`src/rtl/common_pseudo_lru_alloc_ctrl_if.sv`:
```
// rtl/common_pseudo_lru_alloc_ctrl_if.sv - touch/invalidate/allocate and pick-block bundle for the pLRU allocator
interface common_pseudo_lru_alloc_ctrl_if #(
    parameter int SUBJECT_COUNT_LOG2 = 1
);
    localparam int L = SUBJECT_COUNT_LOG2;
    localparam int P = 1 << SUBJECT_COUNT_LOG2;

    logic [L-1:0] touch_addr;
    logic         touch_en;
    logic         touch_ready;
    logic [L-1:0] inval_addr;
    logic         inval_en;
    logic         inval_all;
    logic         alloc_req;
    logic         alloc_ack;
    logic [L-1:0] alloc_addr;
    logic [P-1:0] valid_q;
    logic [L-1:0] lru_waddr;
    logic         lru_wen;
    logic [P-1:0] lru_dvalid;
    logic [L-1:0] lru_qaddr;
    logic         lru_qvalid;

    // master: requester plus pick block; slave: the allocation controller
    modport master (
        output touch_addr, touch_en, inval_addr, inval_en, inval_all, alloc_req,
               lru_qaddr, lru_qvalid,
        input  touch_ready, alloc_ack, alloc_addr, valid_q, lru_waddr, lru_wen, lru_dvalid
    );

    modport slave (
        input  touch_addr, touch_en, inval_addr, inval_en, inval_all, alloc_req,
               lru_qaddr, lru_qvalid,
        output touch_ready, alloc_ack, alloc_addr, valid_q, lru_waddr, lru_wen, lru_dvalid
    );
endinterface

```
`src/rtl/common_pseudo_lru_alloc_ctrl.sv`:
```
// rtl/common_pseudo_lru_alloc_ctrl.sv - entry allocator: fills invalid entries first, then evicts the pLRU victim
module common_pseudo_lru_alloc_ctrl #(
    parameter int SUBJECT_COUNT_LOG2 = 1
) (
    input  logic                             clk,
    input  logic                             reset,
    common_pseudo_lru_alloc_ctrl_if.slave    bus
);
    localparam int L = SUBJECT_COUNT_LOG2;
    localparam int P = 1 << SUBJECT_COUNT_LOG2;

    localparam logic [1:0] IDLE  = 2'd0;
    localparam logic [1:0] PICK  = 2'd1;
    localparam logic [1:0] GRANT = 2'd2;

    logic [1:0]   state_q, state_d;
    logic [L-1:0] victim_q, victim_d;
    logic         ack_q, ack_d;
    logic [P-1:0] valid_q, valid_d;
    logic [L-1:0] free_idx;
    logic         any_free;
    logic         grant;
    logic         touch_acc;

    // Lowest-index invalid entry: scan high to low so the last hit wins.
    always_comb begin
        free_idx = '0;
        for (int i = P - 1; i >= 0; i--) begin
            if (!valid_q[i]) free_idx = L'(i);
        end
        any_free = ~&valid_q;
    end

    assign grant     = (state_q == GRANT);
    assign touch_acc = bus.touch_en && !grant;

    always_comb begin
        state_d  = state_q;
        victim_d = victim_q;
        ack_d    = 1'b0;
        case (state_q)
            IDLE: begin
                if (bus.alloc_req) state_d = PICK;
            end
            PICK: begin
                if (!bus.alloc_req) begin
                    state_d = IDLE;
                end else if (any_free) begin
                    victim_d = free_idx;
                    state_d  = GRANT;
                    ack_d    = 1'b1;
                end else if (bus.lru_qvalid) begin
                    victim_d = bus.lru_qaddr;
                    state_d  = GRANT;
                    ack_d    = 1'b1;
                end
            end
            GRANT:   state_d = IDLE;
            default: state_d = IDLE;
        endcase
    end

    // Clears first, then the grant's set, so a same-cycle grant keeps its entry valid.
    always_comb begin
        valid_d = valid_q;
        if (bus.inval_all) valid_d = '0;
        if (bus.inval_en) valid_d[bus.inval_addr] = 1'b0;
        if (grant) valid_d[victim_q] = 1'b1;
    end

    always_ff @(posedge clk or posedge reset) begin
        if (reset) begin
            state_q  <= IDLE;
            victim_q <= '0;
            ack_q    <= 1'b0;
            valid_q  <= '0;
        end else begin
            state_q  <= state_d;
            victim_q <= victim_d;
            ack_q    <= ack_d;
            valid_q  <= valid_d;
        end
    end

    assign bus.touch_ready = !grant;
    assign bus.alloc_ack   = ack_q;
    assign bus.alloc_addr  = victim_q;
    assign bus.valid_q     = valid_q;
    assign bus.lru_dvalid  = valid_q;
    assign bus.lru_wen     = grant || touch_acc;
    assign bus.lru_waddr   = grant ? victim_q : bus.touch_addr;
endmodule
```
`src/flat_wrapper.sv`:
```
// flat-port wrapper written by rule: the top's interface ports become plain ports
module common_pseudo_lru_alloc_ctrl_flat 
#(
    parameter int SUBJECT_COUNT_LOG2 = 1
)
  (clk, reset, bus_touch_addr, bus_touch_en, bus_inval_addr, bus_inval_en, bus_inval_all, bus_alloc_req, bus_lru_qaddr, bus_lru_qvalid, bus_touch_ready, bus_alloc_ack, bus_alloc_addr, bus_valid_q, bus_lru_waddr, bus_lru_wen, bus_lru_dvalid);
  common_pseudo_lru_alloc_ctrl_if #(.SUBJECT_COUNT_LOG2(SUBJECT_COUNT_LOG2)) bus_i ();
  input  logic clk;
  input  logic reset;
  input wire logic [$bits(bus_i.touch_addr)-1:0] bus_touch_addr;
  input wire logic [$bits(bus_i.touch_en)-1:0] bus_touch_en;
  input wire logic [$bits(bus_i.inval_addr)-1:0] bus_inval_addr;
  input wire logic [$bits(bus_i.inval_en)-1:0] bus_inval_en;
  input wire logic [$bits(bus_i.inval_all)-1:0] bus_inval_all;
  input wire logic [$bits(bus_i.alloc_req)-1:0] bus_alloc_req;
  input wire logic [$bits(bus_i.lru_qaddr)-1:0] bus_lru_qaddr;
  input wire logic [$bits(bus_i.lru_qvalid)-1:0] bus_lru_qvalid;
  output wire logic [$bits(bus_i.touch_ready)-1:0] bus_touch_ready;
  output wire logic [$bits(bus_i.alloc_ack)-1:0] bus_alloc_ack;
  output wire logic [$bits(bus_i.alloc_addr)-1:0] bus_alloc_addr;
  output wire logic [$bits(bus_i.valid_q)-1:0] bus_valid_q;
  output wire logic [$bits(bus_i.lru_waddr)-1:0] bus_lru_waddr;
  output wire logic [$bits(bus_i.lru_wen)-1:0] bus_lru_wen;
  output wire logic [$bits(bus_i.lru_dvalid)-1:0] bus_lru_dvalid;
  assign bus_i.touch_addr = bus_touch_addr;
  assign bus_i.touch_en = bus_touch_en;
  assign bus_i.inval_addr = bus_inval_addr;
  assign bus_i.inval_en = bus_inval_en;
  assign bus_i.inval_all = bus_inval_all;
  assign bus_i.alloc_req = bus_alloc_req;
  assign bus_i.lru_qaddr = bus_lru_qaddr;
  assign bus_i.lru_qvalid = bus_lru_qvalid;
  assign bus_touch_ready = bus_i.touch_ready;
  assign bus_alloc_ack = bus_i.alloc_ack;
  assign bus_alloc_addr = bus_i.alloc_addr;
  assign bus_valid_q = bus_i.valid_q;
  assign bus_lru_waddr = bus_i.lru_waddr;
  assign bus_lru_wen = bus_i.lru_wen;
  assign bus_lru_dvalid = bus_i.lru_dvalid;
  common_pseudo_lru_alloc_ctrl #(.SUBJECT_COUNT_LOG2(SUBJECT_COUNT_LOG2)) u_core (.clk(clk), .reset(reset), .bus(bus_i));
endmodule
```
`config.mk`:
```
export PLATFORM = sky130hd
export DESIGN_NAME = common_pseudo_lru_alloc_ctrl_flat
export DESIGN_NICKNAME = d
export VERILOG_FILES = /design/src/rtl/common_pseudo_lru_alloc_ctrl_if.sv /design/src/rtl/common_pseudo_lru_alloc_ctrl.sv /design/src/flat_wrapper.sv
export SDC_FILE = /design/constraint.sdc
export NUM_CORES = 1
export LEC_CHECK = 0
export ABC_AREA = 1
export BUFFER_PORTS_ARGS = -buffer_cell sky130_fd_sc_hd__buf_4
export CAP_MARGIN = 20
export CORE_AREA = 2 2 39 41
export CTS_CLUSTER_DIAMETER = 150
export CTS_CLUSTER_SIZE = 10
export DETAILED_ROUTE_END_ITERATION = 6
export DIE_AREA = 0 0 41 43
export GPL_ROUTABILITY_DRIVEN = 0
export SLEW_MARGIN = 5
export SYNTH_ARGS = -nofsm -noshare
export SYNTH_HDL_FRONTEND = slang
export SYNTH_SLANG_ARGS = --single-unit
export TNS_END_PERCENT = 100
```
`constraint.sdc`:
```
create_clock -name clk -period 1.25 [get_ports clk]
set_clock_uncertainty 0.2 [all_clocks]
set_input_delay 0.3125 -clock clk [delete_from_list [all_inputs] [get_ports clk]]
set_output_delay 0.3125 -clock clk [all_outputs]
set_load 0.005 [all_outputs]
```
==> impl_metrics.yaml <==
outcome:
  status: "complete, but fails checks"
  violations: "negative setup slack"
drt:
  viasPerCell: 4.18
  final_antenna_net_count: 0
  routed_wl_um: 867
  drt_iter0_drc: 0
  detail_route.first_pass.iterations: 1
  drcViolationCount: 0
  vias: 355
  routedWlPerCell_um: 10.2
layout:
  num-nets-final: 81
  area_delta_synth_final_pct: 105
  antenna_cells: 0
  regArea_um2: 153
  multiInputGateArea_um2: 163
  n_fill_cell: 147
  fin_util_pct: 46.1
  drive_gt1_share_pct: 65.2
clock_tree:
  cts_tree: "done"
  cts_max_path_buffers: 2
  ctsHtreeMaxLevel: 1
  path_clk_slew_ns: 0.05
  insertion_delay_ns: 0.24
  clock_sinks: 6
  clockRootBuffer: "clkbuf_4"
  cts_buffers: 3
setup_path:
  worstPathRequired_ns: 0.74
  slowest_delay_ns: 0.36
  path_class: "reg2out"
  cp-start-kind: "flop"
  critPathTopFamily: "flip-flops"
  end_kind: "output pin"
  path_cells: "inv_2, nor2_4, or2_4, buf_6"
  critPathMaxFanout: 2
  cp.arrival_ns: 1.07
  worst-path-buf-inv: 2
  critical-path-slowest-cell: "dfrtp_1"
timing:
  finalSetupViolCount: 10
  worst_slew_pin_slew_ns: 0.240
  rsz0062_at_grt: "true"
  finalHoldViolCount: 0
  relSlewSlack_pct: 84.0
  fin_crit_ns: 1.59
  fin_ws_ns: -0.336
  finalCritPeriodShare_pct: 127
  fmax_ghz: 0.630
  report.final.slew_viol_count: 0
synth:
  synthDistinctLibCells: 11
  syn-instance-count: 40
  ys_warn_count: 0
  syn_area_um2: 312
  syn_avg_cell_area_um2: 7.79
  syn_nets: 50
  synth.yosys.seq_area_share_pct: 48.2
  ys_ff_latch: 6
floorplan:
  fp.coreArea_mm2: 0.00138
  num_rows: 14
  die-area_mm2: 0.00176
  initial_core_util_pct: 22.5
  die_w_um: 41
  io_pins: 19
  die_y_um: 43
grt:
  grt_pass1_vias: 350
  antenna_found_initial: 0
  grt_pass1_wl_mm: 1.35
  grt_start_max_net_pins: 7
  grt.total_usage_pct: 11.5
  grt-ovfl-total: 0
power:
  p_per_area_mw_per_mm2: 924
  p_leak_uw: 0.000331
  max-vdd-ir-drop_mv: 0.419
placed_design:
  place_hpwl_um: 593
  io_buffers: 18
  dp_slack_ns: -0.122
min_path:
  hp-class: "in2reg"
flow_run:
  max_cap_violations: 0
[layer usage]
layer | track usage [%] | wire length (um) | up-vias
met3 | 3.14 | 72 | 0
met5 | 0 | 0 | -
met1 | 13.8 | 346 | 160
li1 | - | - | 179
met4 | 6.00 | 0 | 0
met2 | 17.8 | 448 | 16
[per-stage QoR]
stage / std cells / TNS (ns) / hold slack (ns) / cell area (um^2) / total power (uW)
2_1_floorplan: 40 / -0.00145 / -0.0965 / 312 / 274
3_3_place_gp: 76 / -0.198 / 0.0486 / 482 / 352
3_5_place_dp: 76 / -0.237 / 0.0516 / 482 / 353
4_1_cts: 83 / -1.35 / 0.110 / 572 / 566
5_1_grt: 85 / -1.81 / 0.128 / 638 / 627
6_report: 85 / -1.39 / 0.133 / 638 / 590
[cell usage after synthesis, drive strengths merged]
library cell / instances / area share [%]
buf: 2 / 4.8
nand3b: 2 / 4.8
o21ai: 4 / 6.4
nor2: 6 / 8.0
dfrtp: 6 / 48
or2: 1 / 2.0
a21oi: 2 / 3.2
nand3: 1 / 3.2
inv: 8 / 9.6
nand2: 8 / 9.6
[flip-flops by register name, summed over array words and instances, names as in the netlist]
signal and count:
u_core.bus.alloc_addr 1, u_core.state_q 2, u_core.bus.alloc_ack 1, u_core.bus.lru_dvalid 2
[area by class of cell]
cell class | instances | share of cell area, %
Timing Repair Buffer | 28 | 39.2
Multi-Input combinational cell | 24 | 25.5
Sequential cell | 6 | 23.9
Inverter | 8 | 4.71
Clock buffer | 3 | 3.53
Tap cell | 16 | 3.14
[timing repair]
action	4_1_cts	5_1_grt
hold buffers	1	0
cloned	0	0
hold endpoints to repair	6	0
resized for setup	11	17
pin swaps	1	7
endpoints found under the setup margin	8	13
buffers inserted	3	3
[cells in the final DEF, fill, tap and decap left out, types with 2 or more instances in the layout]
| master | Yosys | layout |
|---|---|---|
| o21ai_2 | 0 | 3 |
| inv_2 | 0 | 2 |
| nor2_4 | 0 | 3 |
| a21oi_1 | 2 | 2 |
| clkbuf_4 | 0 | 3 |
| nor2_1 | 5 | 3 |
| nand3b_1 | 2 | 2 |
| buf_6 | 0 | 10 |
| buf_4 | 2 | 17 |
| dfrtp_1 | 6 | 4 |
| inv_1 | 8 | 6 |
| nand2_1 | 8 | 5 |
| nand2_2 | 0 | 2 |
| dfrtp_2 | 0 | 2 |
[final timing paths]
kind	startpoint	to	cells past startpoint	slack, ns
min in group asynchronous	reset	u_core.bus.alloc_ack	3	0.35
setup / recovery	u_core.state_q[1]	bus_lru_wen	4	-0.34
hold reg to reg	u_core.bus.alloc_addr	u_core.bus.lru_dvalid[0]	2	0.36
hold / removal	bus_alloc_req	u_core.state_q[0]	3	0.13
max in group asynchronous	reset	u_core.bus.lru_dvalid[0]	3	0.29
setup reg to reg	u_core.state_q[0]	u_core.bus.lru_dvalid[0]	6	-0.08
[cells by family after synthesis]
group,count (synthesis),share of synthesized area (%)
buffers and inverters,10,14.5
AOI/OAI and AO/OA,6,9.64
and+or+nand+nor,18,27.7
DFF,6,48.2
[worst min-delay path, delay by kind of cell]
kind / cells / cell delay (ns)
buffers and inverters: 1 / 0.12
and+or+nand+nor: 1 / 0.07
AOI/OAI and AO/OA: 1 / 0.04
[where the power goes]
group	switching (uW)	leakage [uW]	internal, uW
clock network	71.7	0.0000138	109
logic	70.2	0.000240	110
registers	16.4	0.0000772	212
total	158	0.000331	431
Note: power is estimated with default switching activity, not from simulation.
